--- src/rtl/turbo_pkg.sv ---
// Shared state encoding, default frame geometry and the direct-form QPP
// interleaver for the turbo encoder frame sequencer.
package turbo_pkg;

  localparam int FRAME_LEN_DEF = 40;
  localparam int QPP_F1_DEF    = 3;
  localparam int QPP_F2_DEF    = 10;
  localparam int TAIL_LEN_DEF  = 3;

  typedef enum logic [2:0] {
    LOAD   = 3'd0,
    CLEAR  = 3'd1,
    ENCODE = 3'd2,
    TAIL   = 3'd3,
    DONE   = 3'd4
  } state_t;

  // Closed-form pi(i); the hardware walks the same sequence incrementally.
  function automatic int qpp_pi(input int i,
                                input int k  = FRAME_LEN_DEF,
                                input int f1 = QPP_F1_DEF,
                                input int f2 = QPP_F2_DEF);
    longint acc;
    acc = (longint'(f1) * i + longint'(f2) * i * i) % k;
    return int'(acc);
  endfunction

endpackage

--- src/rtl/turbo_enc_ctrl_if.sv ---
// Bit-source and RSC-facing signals of the turbo encoder frame sequencer.
// master = the sequencer, slave = the bit source plus the two RSC encoders.
interface turbo_enc_ctrl_if;

  logic in_bit;
  logic in_valid;
  logic in_ready;
  logic out_ready;
  logic enc_clr;
  logic enc_en;
  logic enc_mode;
  logic enc1_in;
  logic enc2_in;
  logic sof;
  logic eof;
  logic frame_done;

  modport master (
    input  in_bit, in_valid, out_ready,
    output in_ready, enc_clr, enc_en, enc_mode, enc1_in, enc2_in,
           sof, eof, frame_done
  );

  modport slave (
    output in_bit, in_valid, out_ready,
    input  in_ready, enc_clr, enc_en, enc_mode, enc1_in, enc2_in,
           sof, eof, frame_done
  );

endinterface

--- src/rtl/qpp_addr_gen.sv ---
// Incremental QPP interleaver address: pi(i+1) = pi(i) + g(i), g(i+1) = g(i) + 2*f2,
// all mod K. Both addends stay below K, so one conditional subtract suffices.
module qpp_addr_gen
  import turbo_pkg::*;
#(
  parameter int K  = FRAME_LEN_DEF,
  parameter int F1 = QPP_F1_DEF,
  parameter int F2 = QPP_F2_DEF
) (
  input  logic                 clk,
  input  logic                 reset,
  input  logic                 init,
  input  logic                 step,
  output logic [$clog2(K)-1:0] pi
);

  localparam int W  = $clog2(K);
  localparam int W1 = W + 1;

  localparam logic [W-1:0] G_INIT = W'((F1 + F2) % K);
  localparam logic [W-1:0] G_STEP = W'((2 * F2) % K);
  localparam logic [W:0]   K_EXT  = W1'(K);

  logic [W-1:0] g;
  logic [W:0]   pi_sum;
  logic [W:0]   g_sum;
  logic [W-1:0] pi_nxt;
  logic [W-1:0] g_nxt;

  always_comb begin
    pi_sum = {1'b0, pi} + {1'b0, g};
    g_sum  = {1'b0, g} + {1'b0, G_STEP};
    pi_nxt = (pi_sum >= K_EXT) ? W'(pi_sum - K_EXT) : pi_sum[W-1:0];
    g_nxt  = (g_sum >= K_EXT) ? W'(g_sum - K_EXT) : g_sum[W-1:0];
  end

  always_ff @(posedge clk) begin
    if (reset || init) begin
      pi <= '0;
      g  <= G_INIT;
    end else if (step) begin
      pi <= pi_nxt;
      g  <= g_nxt;
    end
  end

endmodule

--- src/rtl/turbo_enc_ctrl.sv ---
// Frame sequencer for the dual-RSC turbo encoder: buffers one frame, then feeds
// RSC #1 in natural order and RSC #2 in QPP order, followed by trellis termination.
//
//   state  | meaning
//   LOAD   | accepting frame bits into the buffer
//   CLEAR  | one-cycle clear of both RSC trellis states
//   ENCODE | data bits to both encoders, advancing on out_ready
//   TAIL   | termination cycles (enc_mode=1), advancing on out_ready
//   DONE   | one-cycle frame_done pulse
module turbo_enc_ctrl
  import turbo_pkg::*;
#(
  parameter int FRAME_LEN = FRAME_LEN_DEF,
  parameter int QPP_F1    = QPP_F1_DEF,
  parameter int QPP_F2    = QPP_F2_DEF,
  parameter int TAIL_LEN  = TAIL_LEN_DEF
) (
  input  logic             clk,
  input  logic             reset,
  turbo_enc_ctrl_if.master bus
);

  localparam int W  = $clog2(FRAME_LEN);
  localparam int TW = (TAIL_LEN > 1) ? $clog2(TAIL_LEN) : 1;

  localparam logic [W-1:0]  LAST_BIT  = W'(FRAME_LEN - 1);
  localparam logic [TW-1:0] LAST_TAIL = TW'(TAIL_LEN - 1);

  state_t               state;
  logic [FRAME_LEN-1:0] frame_buf;
  logic [W-1:0]         wr_cnt;
  logic [W-1:0]         rd_cnt;
  logic [TW-1:0]        tail_cnt;
  logic [W-1:0]         pi;
  logic                 accept;
  logic                 enc_step;
  logic                 tail_step;

  assign accept    = (state == LOAD) && bus.in_valid;
  assign enc_step  = (state == ENCODE) && bus.out_ready;
  assign tail_step = (state == TAIL) && bus.out_ready;

  qpp_addr_gen #(
    .K  (FRAME_LEN),
    .F1 (QPP_F1),
    .F2 (QPP_F2)
  ) u_qpp (
    .clk   (clk),
    .reset (reset),
    .init  (state == CLEAR),
    .step  (enc_step),
    .pi    (pi)
  );

  // Frame storage is never cleared; every slot is rewritten before it is read.
  always_ff @(posedge clk) begin
    if (accept) begin
      frame_buf[wr_cnt] <= bus.in_bit;
    end
  end

  always_ff @(posedge clk) begin
    if (reset) begin
      state    <= LOAD;
      wr_cnt   <= '0;
      rd_cnt   <= '0;
      tail_cnt <= '0;
    end else begin
      case (state)
        LOAD: begin
          if (accept) begin
            if (wr_cnt == LAST_BIT) begin
              wr_cnt <= '0;
              state  <= CLEAR;
            end else begin
              wr_cnt <= wr_cnt + 1'b1;
            end
          end
        end
        CLEAR: begin
          rd_cnt <= '0;
          state  <= ENCODE;
        end
        ENCODE: begin
          if (enc_step) begin
            if (rd_cnt == LAST_BIT) begin
              rd_cnt   <= '0;
              tail_cnt <= '0;
              state    <= TAIL;
            end else begin
              rd_cnt <= rd_cnt + 1'b1;
            end
          end
        end
        TAIL: begin
          if (tail_step) begin
            if (tail_cnt == LAST_TAIL) begin
              tail_cnt <= '0;
              state    <= DONE;
            end else begin
              tail_cnt <= tail_cnt + 1'b1;
            end
          end
        end
        DONE: begin
          state <= LOAD;
        end
        default: begin
          state <= LOAD;
        end
      endcase
    end
  end

  // Encoder-side outputs follow out_ready in the same cycle; a stall simply holds the counters.
  assign bus.in_ready   = (state == LOAD);
  assign bus.enc_clr    = (state == CLEAR);
  assign bus.enc_en     = enc_step || tail_step;
  assign bus.enc_mode   = (state == TAIL);
  assign bus.enc1_in    = (state == ENCODE) && frame_buf[rd_cnt];
  assign bus.enc2_in    = (state == ENCODE) && frame_buf[pi];
  assign bus.sof        = enc_step && (rd_cnt == '0);
  assign bus.eof        = tail_step && (tail_cnt == LAST_TAIL);
  assign bus.frame_done = (state == DONE);

endmodule

--- src/flat_wrapper.sv ---
// flat-port wrapper written by rule: the top's interface ports become plain ports
module turbo_enc_ctrl_flat import turbo_pkg::*;
#(
  parameter int FRAME_LEN = FRAME_LEN_DEF,
  parameter int QPP_F1    = QPP_F1_DEF,
  parameter int QPP_F2    = QPP_F2_DEF,
  parameter int TAIL_LEN  = TAIL_LEN_DEF
)
  (clk, reset, bus_in_bit, bus_in_valid, bus_out_ready, bus_in_ready, bus_enc_clr, bus_enc_en, bus_enc_mode, bus_enc1_in, bus_enc2_in, bus_sof, bus_eof, bus_frame_done);
  turbo_enc_ctrl_if bus_i ();
  input  logic clk;
  input  logic reset;
  input wire logic [$bits(bus_i.in_bit)-1:0] bus_in_bit;
  input wire logic [$bits(bus_i.in_valid)-1:0] bus_in_valid;
  input wire logic [$bits(bus_i.out_ready)-1:0] bus_out_ready;
  output wire logic [$bits(bus_i.in_ready)-1:0] bus_in_ready;
  output wire logic [$bits(bus_i.enc_clr)-1:0] bus_enc_clr;
  output wire logic [$bits(bus_i.enc_en)-1:0] bus_enc_en;
  output wire logic [$bits(bus_i.enc_mode)-1:0] bus_enc_mode;
  output wire logic [$bits(bus_i.enc1_in)-1:0] bus_enc1_in;
  output wire logic [$bits(bus_i.enc2_in)-1:0] bus_enc2_in;
  output wire logic [$bits(bus_i.sof)-1:0] bus_sof;
  output wire logic [$bits(bus_i.eof)-1:0] bus_eof;
  output wire logic [$bits(bus_i.frame_done)-1:0] bus_frame_done;
  assign bus_i.in_bit = bus_in_bit;
  assign bus_i.in_valid = bus_in_valid;
  assign bus_i.out_ready = bus_out_ready;
  assign bus_in_ready = bus_i.in_ready;
  assign bus_enc_clr = bus_i.enc_clr;
  assign bus_enc_en = bus_i.enc_en;
  assign bus_enc_mode = bus_i.enc_mode;
  assign bus_enc1_in = bus_i.enc1_in;
  assign bus_enc2_in = bus_i.enc2_in;
  assign bus_sof = bus_i.sof;
  assign bus_eof = bus_i.eof;
  assign bus_frame_done = bus_i.frame_done;
  turbo_enc_ctrl #(.FRAME_LEN(FRAME_LEN), .QPP_F1(QPP_F1), .QPP_F2(QPP_F2), .TAIL_LEN(TAIL_LEN)) u_core (.clk(clk), .reset(reset), .bus(bus_i));
endmodule
--- config.mk ---
export PLATFORM = sky130hd
export DESIGN_NAME = turbo_enc_ctrl_flat
export DESIGN_NICKNAME = d
export VERILOG_FILES = /design/src/rtl/turbo_pkg.sv /design/src/rtl/turbo_enc_ctrl_if.sv /design/src/rtl/qpp_addr_gen.sv /design/src/rtl/turbo_enc_ctrl.sv /design/src/flat_wrapper.sv
export SDC_FILE = /design/constraint.sdc
export NUM_CORES = 1
export LEC_CHECK = 0
export BUFFER_PORTS_ARGS = -buffer_cell sky130_fd_sc_hd__clkbuf_2
export CAP_MARGIN = 15
export CELL_PAD_IN_SITES_DETAIL_PLACEMENT = 0
export CELL_PAD_IN_SITES_GLOBAL_PLACEMENT = 2
export CORE_MARGIN = 2
export CORE_UTILIZATION = 42
export CTS_CLUSTER_DIAMETER = 40
export DETAILED_ROUTE_END_ITERATION = 7
export PLACE_DENSITY_LB_ADDON = 0.12
export SLEW_MARGIN = 25
export SYNTH_ARGS = -nofsm -noshare
export SYNTH_HDL_FRONTEND = slang
export SYNTH_SLANG_ARGS = --single-unit
--- constraint.sdc ---
create_clock -name clk -period 2.6 [get_ports clk]
set_input_delay 0.26 -clock clk [delete_from_list [all_inputs] [get_ports clk]]
set_output_delay 0.26 -clock clk [all_outputs]
set_load 0.03 [all_outputs]
After elaboration in Yosys (flattened, before gate mapping)
Index checks and enable logic that the tools add are counted.
{ "totals": {"regBits": 69, "inputBits": 5, "output_inout_bits": 9, "elab_cells": 76} }
{ "classes": {"add_sub_neg": 7, "n_lt_le_gt_ge": 6, "n_eq_ne": 13, "mux": 25, "reduce_logical": 18} }
{ "ops": {"columns": ["operator", "count"], "rows": [
  ["40-bit bitwise mux", 1],
  ["6-bit two-way mux", 5],
  ["6-bit by 7-bit less-than comparator with 1-bit output, second input constant", 3],
  ["3-bit two-way mux", 6],
  ["7-bit by 6-bit >= comparator with 1-bit output, second input constant", 2],
  ["6-bit by 1-bit adder with 6-bit output, second input constant", 2],
  ["1-bit binary-select mux with 6-bit select", 2],
  ["6-bit == test, second input constant", 2],
  ["3-bit case mux with 4 select lines", 1],
  ["6-bit case mux with 2 select lines", 1],
  ["6-bit subtractor, second input constant", 2],
  ["2-bit by 1-bit inequality test with 1-bit output, second input constant", 5],
  ["1-bit logical AND", 8],
  ["2-bit two-way mux", 4],
  ["6-bit by 5-bit adder with 7-bit output, second input constant", 1],
  ["6-bit by 6-bit adder with 7-bit output", 1],
  ["1-bit demux with 6-bit select", 1],
  ["3-bit by 2-bit == test with 1-bit output, second input constant", 2],
  ["6-bit by 1-bit >= comparator with 1-bit output, second input constant", 1],
  ["6-bit logical NOT", 1],
  ["6-bit AND reduction", 1],
  ["2-bit case mux with 2 select lines", 1],
  ["2-bit AND reduction", 2],
  ["4-bit AND reduction", 1],
  ["9 further kinds", 13]
]} }

Depth between registers and ports, before layout
Gate-level depths: netlist of the first run.
{ "depth": {"ltp_word": 5, "mapped_depth": 8, "mapped_depth_nobuf": 8} }

Hierarchy
A second synthesis of the first run with hierarchy kept.
{ "hier_totals": {"cells_unflattened": 361, "area_unflattened_um2": 3873.7} }
{ "modules_own_cells": {"columns": ["mod", "instances", "cells_per_inst", "area_each_um2", "seq_area_each_um2"], "rows": [
  ["turbo_enc_ctrl", 1, 271, 3110.5, 1541.5],
  ["qpp_addr_gen", 1, 90, 763.2, 200.2]
]} }

Least setup slack after synthesis of the first run
No wires, ideal clock.
{ "synth_timing": {"path_type": "register to register", "start": "register u_core.state[1]", "end": "register u_core.rd_cnt[5]", "setup_time_ps": 115, "t_arrival_ps": 2119, "required_ps": 2485, "setup_slack_ps": 366, "path_stages_with_launch": 8, "n_path_buf": 1, "period_less_slack_ps": 2234, "path_cell_list": "dfxtp_1 > buf_2 > nor3b_1 > nor2_1 > nor2_1 > and3_1 > xnor2_1 > nor2_1"} }
{ "synth_via": {"elab_cells_between_ends": 7, "cone_classes": "eq/ne (3); mux (1); reduce/logical (3)"} }
{ "synth_lines": {"columns": ["item", "line", "text"], "rows": [
  ["from (decl)", "turbo_enc_ctrl.sv:29", "state_t state;"],
  ["from (signal assigned)", "turbo_enc_ctrl.sv:64", "state <= LOAD;"],
  ["from (signal assigned)", "turbo_enc_ctrl.sv:74", "state <= CLEAR;"],
  ["from (signal assigned)", "turbo_enc_ctrl.sv:82", "state <= ENCODE;"],
  ["3-bit by 1-bit == test with 1-bit output *", null, null],
  ["net bus_enc_clr", "flat_wrapper.sv:17", "output wire logic [$bits(bus_i.enc_clr)-1:0] bus_enc_clr;"],
  ["2-bit nonzero test (no source line)", null, null],
  ["2-bit AND reduction (no source line)", null, null],
  ["to (signal assigned)", "turbo_enc_ctrl.sv:91", "rd_cnt <= rd_cnt + 1'b1;"],
  ["to (decl)", "turbo_enc_ctrl.sv:32", "logic [W-1:0] rd_cnt;"]
]} }
Mark *: on every way through the listed nets, which the timed path passes. The rest lies on a longest branch.
A chain may end at the register's enable or synchronous reset.

Worst setup path after layout of the first run
{ "layout_timing": {"start": "register u_core.rd_cnt[0]", "end": "output bus_enc1_in"} }
{ "layout_via": {"elab_chain_len": 3} }
{ "layout_rtl": {"columns": ["item", "line", "text"], "rows": [
  ["1-bit binary-select mux with 6-bit select", "turbo_enc_ctrl.sv:120", "assign bus.enc1_in = (state == ENCODE) && frame_buf[rd_cnt];"],
  ["1-bit two-way mux (not written as such)", "turbo_enc_ctrl.sv:120", null],
  ["1-bit logical AND", "turbo_enc_ctrl.sv:120", null],
  ["to (decl)", "flat_wrapper.sv:20", "output wire logic [$bits(bus_i.enc1_in)-1:0] bus_enc1_in;"]
]} }
Every way passes these cells. The select of a mux whose other input is x is not followed.

==> results.md, run 1 <==
- Synth unique cells: 64
- Initial antenna violation count: 0
- Ports: 14
- Filler instances: 804
- EDFF count, synth: 40
- Final nets: 379
- CP arrival: 2250 ps
- Post-synthesis cell count: ~340
- Storage cell area: 0.00175 sq mm
- Routed length per instance: 17.0 um
- Die ar.: 0.00988 sq mm
- RSZ-0062 raised after global routing: yes
- Post-synthesis sequential area ratio: 45.6%
- Count of pins over their slew limit: 0
- IO buf count: 13
- Final worst clock skew: 9.66 ps
- Tcrit/Tclk final: 96.6%
- Min Tclk post-route: 2510 ps
- Longest Clk Path Bufs: 2
- CTS tree: done
- Die Span Y: 99.4 um
- Layout cells sized above 1: 21.3%
- Core area: 0.00876 sq mm
- Max rail drop VDD: 0.000323 V
- Max-cap viol count: 0
- CP required: roughly 2300 ps
- Multi-input gate area: 0.00196 sq mm
- First-pass GRT wire length: 13.4 mm
- Clock Root Buffer: clkbuf_8
- Primary FF master, synth: edfxtp_1
- Antenna viol nets, final: 0
- Worst-Margin Slew: 652 ps
- Final Hold Vio Count: 0
- CTS buffer count: 9
- Sum Neg Setup Slack: 0 ps
- Post-DP HPWL: 5.96 mm
- Die width: 99.4 um
- Hold WS: 302 ps
- Vias per inst: 5.54
- Net Count, Synth: about 360
- Clk Latency, worst-skew pair: 340 ps
- Total track usage: 17.6%
- DR iter-0 viols: ~120
- Crit start category: flip-flop
- Grt total ovfl: 0
- Most frequent cells in the layout: 66 x nor2_1, 40 x edfxtp_1, 25 x dfxtp_1, 24 x nand2_1, 17 x mux4_2
- Commonest non-fill, non-tap cell in the layout: nor2_1
- Layout area overhead: 12.4%
- Pwr Density: 510 mW/mm^2
- Pleak: 1.49 nW
- Routability cong.: 0.787
- # setup viols final: 0
- Status: completed
- Rel. slew slack: 56.6%
- YS warnings: 0
- Fmax achieved: 398 MHz
- Worst Hold Class: input port to flip-flop
- Vias in the first global route: 2546
- Starting Density: 43.6%
- Hold buffer count at cts: 0
- Post-synth ARST share: 0%
- Critical path class: flip-flop to output pin
- Clk sinks: 67
- Syn Area/Cell: ~11 sq um
- CTS H-tree depth: 3
- Total iterations of the first detailed-routing run: 4
- Largest net degree at the start of global routing: 41
- Mapped Area: between 0.003 and 0.004 sq mm
- Crit end category: output pin
- Routed WL: a little over 8 mm
- Clk pin slew, worst setup/hold paths: around 80 ps
- Row cnt: 34
- Via count: 2632
- Synthesized flop and latch total: 67
- Critical path peak fanout: 8
- Antenna Cells: 0
- Residual DRC count: 0
## registers in the layout (all words and copies together), names as in the netlist
name,cells
u_core.state,3
u_core.u_qpp.pi,6
u_core.wr_cnt,6
u_core.tail_cnt,2
u_core.rd_cnt,6
u_core.u_qpp.g,4
u_core.frame_buf,40
## timing repair
action	4_1_cts	5_1_grt
gates resized for setup	5	11
setup endpoints to repair	2	3
pin swaps	0	1
buffers inserted	1	1
## power breakdown
group,switching [mW],internal [mW]
Clock,0.447,0.557
Sequential,0.00531,1.12
Combinational,0.0363,0.0189
Total,0.488,1.70
## worst paths after layout
kind | start | end | slack, ps | depth (start not counted)
worst max-delay path | u_core.rd_cnt[0]$_SDFFE_PP0P_ | bus_enc1_in | 90 | 6
worst min-delay path | reset | u_core.rd_cnt[1]$_SDFFE_PP0P_ | 300 | 3
worst max register to register | u_core.u_qpp.pi[0]$_SDFFE_PP0P_ | u_core.u_qpp.pi[5]$_SDFFE_PP0P_ | 160 | 9
worst min register to register | u_core.tail_cnt[0]$_SDFFE_PP0P_ | u_core.tail_cnt[0]$_SDFFE_PP0P_ | 550 | 2
## metal layers
layer  global-route usage (%)  part of all wire, %
met1                     23.9                   49
met3                     4.08                  2.5
met5                        0                    0
met2                     28.7                   47
met4                     4.43                  1.1
## cells in the mapped netlist (2+ instances only)
| cell type | number | area share (%) |
|---|---|---|
| a21oi_1 | 9 | 1.2 |
| mux4_1 | 8 | 5.5 |
| o21ai_1 | 9 | 1.2 |
| dfxtp_1 | 27 | 14 |
| o31a_1 | 2 | 0.46 |
| xor2_1 | 4 | 0.92 |
| inv_1 | 6 | 0.59 |
| nand2b_1 | 2 | 0.33 |
| a41oi_1 | 2 | 0.46 |
| nand2_1 | 24 | 2.4 |
| nor3_2 | 2 | 0.52 |
| edfxtp_1 | 40 | 31 |
| clkbuf_1 | 7 | 0.69 |
| buf_2 | 3 | 0.39 |
| nor3_1 | 4 | 0.52 |
| or3_1 | 3 | 0.49 |
| xnor2_1 | 9 | 2.1 |
| nand3b_1 | 2 | 0.39 |
| o21ai_0 | 3 | 0.39 |
| mux2i_1 | 6 | 1.6 |
| a21o_1 | 2 | 0.39 |
| buf_4 | 3 | 0.59 |
| ha_1 | 12 | 3.9 |
| a21boi_1 | 2 | 0.39 |
| o22ai_1 | 2 | 0.33 |
| and2_1 | 4 | 0.65 |
| and3_1 | 3 | 0.49 |
| or2_1 | 4 | 0.65 |
| o31ai_1 | 3 | 0.59 |
| nand4_1 | 3 | 0.49 |
| nor2_1 | 66 | 6.5 |
| buf_1 | 4 | 0.39 |
| mux4_2 | 15 | 8.8 |
| nand3_1 | 7 | 0.92 |
| a31oi_1 | 4 | 0.65 |
| nor2b_1 | 5 | 0.82 |
| a211oi_1 | 2 | 0.39 |
| nor3b_1 | 3 | 0.59 |
## critical path: stages (launching register included)
cell and delay, ps:
dfxtp_4 420, mux4_2 500, mux4_2 480, nor3_2 110, a21oi_1 50, and3_1 200, buf_6 140
## final cells by class
class	count	share of cell area, %
Sequential cell	67	40.7
Inverter	7	0.612
Timing Repair Buffer	28	4.63
Clock inverter	7	2.45
Multi-Input combinational cell	249	45.6
Tap cell	108	3.15
Clock buffer	9	2.88
## logic make-up (layout without fill, tap and decap cells)
kind of cell             after synthesis  in the layout  share of synthesized area (%)
AO/OA/AOI/OAI                         51             51                           9.07
XOR/XNOR                              13             13                           2.98
adder cells (fa/ha/maj)               12             12                           3.93
buffers and inverters                 26             51                           3.70
flip-flops                            67             67                           45.6
multiplexers                          31             31                           16.5
AND/OR/NAND/NOR                      142            142                           18.2
## metrics by stage
step	power [mW]	cells	worst slack [ps]	area, sq um	utilization, %
global route	2.26	475	-19.1	4300	49.0
CTS	2.21	474	5.82	4270	48.7
finish	2.19	475	89.0	4300	49.0
global placement	1.21	457	213	4020	45.9
detailed placement	1.21	457	196	4020	45.9
floorplan	1.19	342	366	3820	-
No activity file was read; power rests on OpenSTA's default activity.
==> run 2, diff against run 1 <==
--- a/config.mk
+++ b/config.mk
@@ -7,10 +7,10 @@
 export LEC_CHECK = 0
 export BUFFER_PORTS_ARGS = -buffer_cell sky130_fd_sc_hd__clkbuf_2
 export CAP_MARGIN = 15
-export CELL_PAD_IN_SITES_DETAIL_PLACEMENT = 0
-export CELL_PAD_IN_SITES_GLOBAL_PLACEMENT = 2
+export CELL_PAD_IN_SITES_DETAIL_PLACEMENT = 1
+export CELL_PAD_IN_SITES_GLOBAL_PLACEMENT = 1
 export CORE_MARGIN = 2
-export CORE_UTILIZATION = 42
+export CORE_UTILIZATION = 50
 export CTS_CLUSTER_DIAMETER = 40
 export DETAILED_ROUTE_END_ITERATION = 7
 export PLACE_DENSITY_LB_ADDON = 0.12
==> results.md, run 2 (synthesis results as in run 1) <==
- Worst-path cell chain: mux4_2 > mux4_2 > nor3_2 > a21oi_1 > and3_1 > buf_6
- Vias in the first global route: 2826
- Via count: 2733
- DR iter-0 viols: 125
- Clk pin slew, worst setup/hold paths: around 80 ps
- Clock Root Buffer: clkbuf_8
- CTS H-tree depth: 3
- Die width: 91.4 um
- M1 WL: 4.16 mm
- IO buf count: 13
- CP required: 2340 ps
- Rel. slew slack: ~55%
- Grt total ovfl: 0
- Final Hold Vio Count: 0
- Die ar.: about 0.0084 sq mm
- Max FFs per register: 40
- Worst-Margin Slew: 673 ps
- Clk Latency, worst-skew pair: roughly 340 ps
- Layout cells sized above 1: 19.5%
- Resized cells post-CTS: 7
- Total iterations of the first detailed-routing run: 4
- RSZ-0062 raised after global routing: yes
- Layout area overhead: 9.72%
- Crit start category: flip-flop
- Status: completed
- Core area: approximately 0.0073 sq mm
- Commonest non-fill, non-tap cell in the layout: nor2_1
- Routability cong.: 0.758
- Filler instances: 764
- Pwr Density: 474 mW/mm^2
- Top reg by flops: u_core.frame_buf
- Fmax achieved: 392 MHz
- Longest Clk Path Bufs: 2
- CP arrival: ~2300 ps
- Clk sinks: 67
- Max-cap viol count: 0
- Largest net degree at the start of global routing: 41
- Crit end category: output pin
- CP max-delay cell: mux4_2
- Count of pins over their slew limit: 0
- Starting Density: a little over half
- Met3 Routed Length: 278 um
- Critical path class: flip-flop to output pin
- Residual DRC count: 0
- CTS tree: done
- Routed length per instance: 19.1 um
- Hold WS: ~320 ps
- Most frequent CP cell: mux4_2
- Max rail drop VDD: 0.000332 V
- Total track usage: 22.9%
- First-pass GRT wire length: 14.7 mm
- CTS buffer count: 9
- Sum Neg Setup Slack: 0 ps
- Most frequent cells in the layout: 66 x nor2_1, 40 x edfxtp_1, 24 x nand2_1, 24 x dfxtp_1, 17 x mux4_2
- Ports: 14
- Vias per inst: just under 6
- Tcrit/Tclk final: 98.0%
- Antenna Cells: 0
- # setup viols final: 0
- Post-CTS Setup Repair Bufs: 0
- Antenna viol nets, final: 0
- CP max stage delay: 520 ps
- Row cnt: 31
- Initial antenna violation count: 0
- Min Tclk post-route: 2550 ps
- Critical path peak fanout: 8
- Uppermost layer routed: met4
- Routed WL: 8.83 mm
- Metal2 WL: between 4 and 5 mm
- Final worst clock skew: ~7.6 ps
- Hold buffer count at cts: 0
- Pleak: 1.45 nW
- Final nets: 376
- Die Span Y: between 90 and 100 um
- Post-DP HPWL: 6.50 mm
- Worst Hold Class: input port to flip-flop
[run 2: power by group]
group | switching [mW] | internal, mW
combinational | 0.0367 | 0.0179
sequential | 0.00535 | 1.13
clock | 0.405 | 0.397
total | 0.447 | 1.54
[run 2: layout make-up]
cell class | count | area (sq um) | area share, %
flip-flops and latches | 67 | 1750 | 41.7
repair buffers | 25 | 174 | 4.15
clock buffers | 12 | 155 | 3.70
clock inverters | 4 | 26.3 | 0.627
inverters | 7 | 26.3 | 0.627
well taps | 99 | 124 | 2.95
multi-input cells | 249 | 1940 | 46.2
[run 2: stage by stage]
| step | util [%] | total power, mW | setup slack [ps] | instances | area, sq um |
|---|---|---|---|---|---|
| after floorplan | - | 1.19 | 366 | 342 | 3820 |
| after global placement | 54.4 | 1.21 | 220 | 447 | 3990 |
| after detailed placement | 54.4 | 1.21 | 140 | 447 | 3990 |
| after global routing | 57.2 | 2.05 | -45.6 | 463 | 4190 |
| final | 57.2 | 1.99 | 51.6 | 463 | 4190 |
| after CTS | 57.0 | 2.01 | 3.48 | 463 | 4180 |
[run 2: path summary, 6_finish.rpt]
kind / depth (start not counted) / end / slack, ps / from
setup / recovery: 6 / bus_enc1_in / 50 / u_core.rd_cnt[0]$_SDFFE_PP0P_
hold / removal: 2 / u_core.rd_cnt[2]$_SDFFE_PP0P_ / 320 / reset
setup reg to reg: 8 / u_core.u_qpp.pi[4]$_SDFFE_PP0P_ / 230 / u_core.u_qpp.g[3]$_SDFFE_PP1P_
hold reg to reg: 2 / u_core.u_qpp.pi[3]$_SDFFE_PP0P_ / 550 / u_core.u_qpp.pi[3]$_SDFFE_PP0P_
[run 2: worst max-delay path: cells and delay by family, from the launching register on]
family	cells	cell delay, ps
buffers and inverters	1	140
AOI/OAI and AO/OA	1	50
and+or+nand+nor	2	320
DFF	1	430
muxes	2	1010
[run 2: routing by layer]
layer  vias to the layer above  global-route usage (%)
met5                         -                       0
met4                         0                    7.70
met3                        11                    3.98
met2                        36                    38.3
met1                      1377                    30.0
li1                       1309                       -
